**config.mk**
```make
export PLATFORM = sky130hd
export DESIGN_NAME = bwt_mtf_encoder
export DESIGN_NICKNAME = d
export VERILOG_FILES = /design/src/rtl/bwt_pkg.sv /design/src/rtl/mtf_lookup.sv /design/src/rtl/bwt_mtf_encoder.sv
export SDC_FILE = /design/constraint.sdc
export NUM_CORES = 1
export LEC_CHECK = 0
export ABC_AREA = 1
export CORE_ASPECT_RATIO = 0.6
export CORE_MARGIN = 10
export CORE_UTILIZATION = 63
export DETAILED_ROUTE_END_ITERATION = 7
export GPL_TIMING_DRIVEN = 0
export PLACE_DENSITY = 0.95
export SKIP_CTS_REPAIR_TIMING = 1
export SLEW_MARGIN = 10
export SYNTH_ARGS = -nofsm -noshare
export SYNTH_HDL_FRONTEND = slang
export SYNTH_HIERARCHICAL = 1
export SYNTH_SLANG_ARGS = --single-unit
```
**constraint.sdc**
```tcl
create_clock -name clk -period 4.4 [get_ports clk]
set_input_delay 0.88 -clock clk [delete_from_list [all_inputs] [get_ports clk]]
set_output_delay 0.88 -clock clk [all_outputs]
set_load 0.02 [all_outputs]
```
**src/rtl/bwt_pkg.sv**
```systemverilog
// Shared types and constants for the BWT move-to-front encoder.
// Symbol 0 of a word is the most significant nibble and is encoded first.
package bwt_pkg;

  localparam int SYM_W  = 4;
  localparam int N_SYM  = 8;
  localparam int ALPHA  = 1 << SYM_W;
  localparam int WORD_W = N_SYM * SYM_W;
  localparam int CNT_W  = $clog2(N_SYM);

  typedef logic [SYM_W-1:0]  sym_t;
  typedef logic [0:WORD_W-1] word_t;
  typedef sym_t              mtf_table_t [ALPHA];

  typedef enum logic [1:0] {
    IDLE = 2'd0,
    RUN  = 2'd1,
    DONE = 2'd2
  } mtf_state_e;

  function automatic mtf_table_t identity_table();
    mtf_table_t t;
    for (int i = 0; i < ALPHA; i++) begin
      t[i] = sym_t'(i);
    end
    return t;
  endfunction

endpackage

```
**src/rtl/mtf_lookup.sv**
```systemverilog
// Combinational MTF step: finds the position of a symbol in the table and
// builds the table with that symbol moved to the front.
module mtf_lookup
  import bwt_pkg::*;
(
  input  mtf_table_t cur_tbl,
  input  sym_t       sym,
  output sym_t       idx,
  output mtf_table_t next_tbl
);

  // The table is always a permutation of the alphabet, so exactly one entry hits.
  always_comb begin
    idx = '0;
    for (int i = 0; i < ALPHA; i++) begin
      if (cur_tbl[i] == sym) begin
        idx = sym_t'(i);
      end
    end
  end

  always_comb begin
    for (int i = 0; i < ALPHA; i++) begin
      next_tbl[i] = cur_tbl[i];
    end
    next_tbl[0] = sym;
    for (int i = 1; i < ALPHA; i++) begin
      if (i <= int'(idx)) begin
        next_tbl[i] = cur_tbl[i-1];
      end
    end
  end

endmodule

```
**src/rtl/bwt_mtf_encoder.sv**
```systemverilog
// Move-to-front encoder for one 32-bit BWT word: eight nibbles, one per cycle,
// with the MTF table restarted from identity for every word.
module bwt_mtf_encoder
  import bwt_pkg::*;
(
  input  logic              clk,
  input  logic              rst,
  input  logic              start,
  input  logic [0:WORD_W-1] data_in,
  output logic              busy,
  output logic              done,
  output logic [0:WORD_W-1] data_out
);

  mtf_state_e       state;
  mtf_state_e       state_nx;
  word_t            in_sr;
  word_t            out_sr;
  mtf_table_t       tbl;
  mtf_table_t       tbl_nx;
  sym_t             idx;
  logic [CNT_W-1:0] cnt;
  logic             accept;
  logic             last_sym;

  assign accept   = (state == IDLE) && start;
  assign last_sym = (cnt == CNT_W'(N_SYM - 1));

  mtf_lookup u_lookup (
    .cur_tbl  (tbl),
    .sym      (in_sr[0:SYM_W-1]),
    .idx      (idx),
    .next_tbl (tbl_nx)
  );

  always_ff @(posedge clk or negedge rst) begin
    if (!rst) begin
      state <= IDLE;
    end else begin
      state <= state_nx;
    end
  end

  always_comb begin
    state_nx = state;
    case (state)
      IDLE:    if (start) state_nx = RUN;
      RUN:     if (last_sym) state_nx = DONE;
      DONE:    state_nx = IDLE;
      default: state_nx = IDLE;
    endcase
  end

  // Control, table and result register: all cleared by reset.
  always_ff @(posedge clk or negedge rst) begin
    if (!rst) begin
      busy     <= 1'b0;
      done     <= 1'b0;
      data_out <= '0;
      cnt      <= '0;
      tbl      <= identity_table();
    end else begin
      busy <= (state_nx == RUN) || (state_nx == DONE);
      done <= (state == DONE);
      if (state == DONE) begin
        data_out <= out_sr;
      end
      if (accept) begin
        cnt <= '0;
        tbl <= identity_table();
      end else if (state == RUN) begin
        cnt <= cnt + 1'b1;
        tbl <= tbl_nx;
      end
    end
  end

  // Symbol shift registers: contents are only meaningful while in RUN.
  always_ff @(posedge clk) begin
    if (accept) begin
      in_sr <= data_in;
    end else if (state == RUN) begin
      in_sr  <= {in_sr[SYM_W:WORD_W-1], sym_t'(0)};
      out_sr <= {out_sr[SYM_W:WORD_W-1], idx};
    end
  end

endmodule

```
==> summary.md <==
| Metric | Value |
|---|---|
| Outcome | `finished with violations` |
| Failing checks | `DRC` |
| Clock tree buffer depth | `2` |
| Crit path max-delay cell type | `edfxtp_1` |
| Largest area contributor in the netlist | `edfxtp_1` |
| Worst-path clk slew | `0.07 ns` |
| CP bufs+invs | `1` |
| Net Count, Synth | `slightly below 1000` |
| Period minus WS final | `3.09 ns` |
| Tcrit/Tclk final | `between 70% and 80%` |
| Num CTS Buffers | `17` |
| Yosys top cell area share | `22.8%` |
| Final setup vio count | `0` |
| Unrepaired setup endpoints after global routing | `false` |
| Post-Syn Instances | `940` |
| Grt ovf | `0` |
| Flop2flop setup slack | `around 1.3 ns` |
| I/O Buffers | `a little under 70` |
| Critical path endpoint | `tbl[10]` |
| Top Family by Delay on Critical Path | `simple AND/OR/NAND/NOR gates` |
| Placer Congestion | `0.946` |
| Worst Tran Pin Value | `0.986 ns` |
| CTS tree | `built` |
| Routed length per instance | `approximately 19 microns` |
| Die height | `110 microns` |
| WS Path Type | `reg -> reg` |
| Vias per cell | `~6` |
| Share of post-route cells with drive strength above 1 | `between 10% and 20%` |
| Ys flop type | `dfrtp_1` |
| Routed WL | `roughly 23000 microns` |
| Synthesis-to-finish area growth | `17.4%` |
| Yosys reg bits | `roughly 170` |
| Number of global-route vias before repair | `approximately 7300` |
| Total core area | `roughly 13000 sq um` |
| Routed vias | `7300` |
| Post-synth EDFFs | `64` |
| Worst setup path start | `in_sr[30]` |
| Starting Density | `about 65%` |
| Rel. slew slack | `34.3%` |
| DIE WIDTH | `roughly 170 microns` |
| R2R cell count | `24` |
| Clock Latency Late Sink | `0.43 ns` |
| First-pass GRT wire length | `~38000 microns` |
| Num ports | `just under 70` |
| H-tree Lvls | `4` |
| Post-synth design cell area | `between 8000 and 9000 sq um` |
| Worst hold path type | `in -> async` |
| HPWL after detailed placement | `14600 microns` |
| Initial antenna violation count | `0` |
| Utilization after layout | `roughly 76%` |
| Final net count | `1065` |
| DRT iter0 DRCs | `1165` |
| Area contributors post-synth | `edfxtp_1, dfrtp_1, nand2_1` |
| Top cell by count, worst path | `nand2_1` |
| Root Buffer | `clkbuf_16` |
| Ys Warns | `6` |
| Final Hold Fails | `0` |
| Row Count | `32` |
| Worst path arrival time | `roughly 3.5 ns` |
| Post-DRT Antenna Nets | `0` |
| TritonRoute pass-1 iters | `8` |
| Gr usage total | `about a quarter` |
| Crit path depth | `24` |
| FFs w/ async S/R, synth | `roughly three fifths` |
| Worst r2r src | `in_sr[30]` |
| Crit-path cells | `buf_6 -> xnor2_1 -> nand2_1 -> nor2_1 -> nand2_1 -> nand2_1 -> nand2_1 -> nand2_1 -> nand2_1 -> nand2_1 -> nand2_1 -> nand2_1 -> nand2_1 -> nand2_1 -> nand2_1 -> nand2_1 -> nand2_2 -> nand2_4 -> nand3_2 -> nand2_2 -> nand2_1 -> nand2_1 -> nand3_1 -> nand3_1` |
| Seq/Total Area, Yosys | `a little over half` |
| Worst path max stage delay | `about 0.4 ns` |
| Required time worst endpoint | `around 4.8 ns` |
| CP Max Fanout | `7` |
| Largest net degree at the start of global routing | `75` |
| CTS sink cnt | `167` |
| Antenna cells | `0` |
| Reg2reg end | `tbl[10]` |
| Max-cap violations | `0` |
| Synthesized area per cell | `between 8 and 9 sq um` |
| CP startpoint kind | `flip-flop` |
| Max Slew Vio Count | `0` |
| Distinct cells, synth | `34` |
| CP Capture Type | `flip-flop` |
| Die ar. | `~19000 sq um` |
| Drt drc | `2` |
| Clock skew | `approximately 0.011 ns` |
| Fmax | `about 0.32 GHz` |
==> per-layer routing <==
layer | vias to the layer above | track usage [%] | routed length, microns
li1 | 3190 | - | -
met1 | 3430 | 32.9 | 9000
met2 | 562 | 40.8 | 10700
met3 | 118 | 6.81 | 2830
met4 | 0 | 11.2 | 901
met5 | - | 0 | 0
==> cells by family after synthesis <==
logic type,after synthesis,synth area share [%]
DFF,167,53.8
AOI/OAI and AO/OA,43,3.84
xor gates and xnor gates,54,5.60
buffers and inverters,95,6.31
adders and majority gates,2,0.296
and+or+nand+nor,579,30.2
==> state kept, by name, indices dropped and copies added, names as in the netlist <==
register / count
tbl: 64
state: 2
in_sr: 32
out_sr: 32
done: 1
busy: 1
cnt: 3
data_out: 32
==> synthesized netlist by cell type (3+ instances only) <==
master and count:
o21ai_1 6, clkbuf_1 6, inv_2 9, edfxtp_1 64, nand4_1 9, dfstp_2 32
buf_12 3, nor2_1 9, buf_6 7, nor2_8 3, nand2_4 7, o21ai_0 22
nand3_1 106, dfrtp_1 71, nand2_2 11, buf_4 6, inv_1 34, nand4_2 4
o21ai_2 9, buf_2 27, xnor2_1 54, nand2_1 423
==> area by class of cell <==
type                       count  area, sq um
sequential                   167         4540
tap                          170          213
clock inverter                14          111
inverter                      45          176
clock buffer                  18          439
fill                         774         3060
timing repair buffer          69          709
multi-input combinational    678         3370
buffer                        50          357
==> layout by cell type (no fill, tap or decap), drive strengths merged <==
cell,instances
nand3,109
nand4,13
xnor2,54
clkdlybuf4s50,67
dfstp,32
edfxtp,64
ha,2
buf,46
nand2,441
clkbuf,24
nor2,16
inv,52
a31oi,1
dfrtp,71
a21oi,2
clkinvlp,2
o21ai,39
o21bai,1
clkinv,5
==> stage by stage <==
stage | setup slack, ns | TNS, ns | cells | hold slack [ns] | cell area [sq um]
after global placement | -1.49 | -112.08 | 1178 | 0.423 | 9330
after global routing | 1.30 | 0 | 1211 | 0.339 | 9910
after detailed placement | 1.69 | 0 | 1179 | 0.432 | 9360
final | 1.31 | 0 | 1211 | 0.316 | 9910
after floorplan | 2.16 | 0 | 940 | 0.418 | 8440
after CTS | 1.54 | 0 | 1211 | 0.328 | 9910
==> worst min-delay path by stage <==
stage	from	end	slack (ns)
after floorplan	out_sr[31]	data_out[0]	0.42
after global placement	out_sr[29]	data_out[2]	0.42
after detailed placement	out_sr[18]	out_sr[22]	0.43
after CTS	rst	data_out[4]	0.33
after global routing	rst	data_out[4]	0.34
final	rst	tbl[60]	0.32
Power is not shown: default switching activity piles up to over one toggle a cycle in this logic, so the estimate is an artifact.
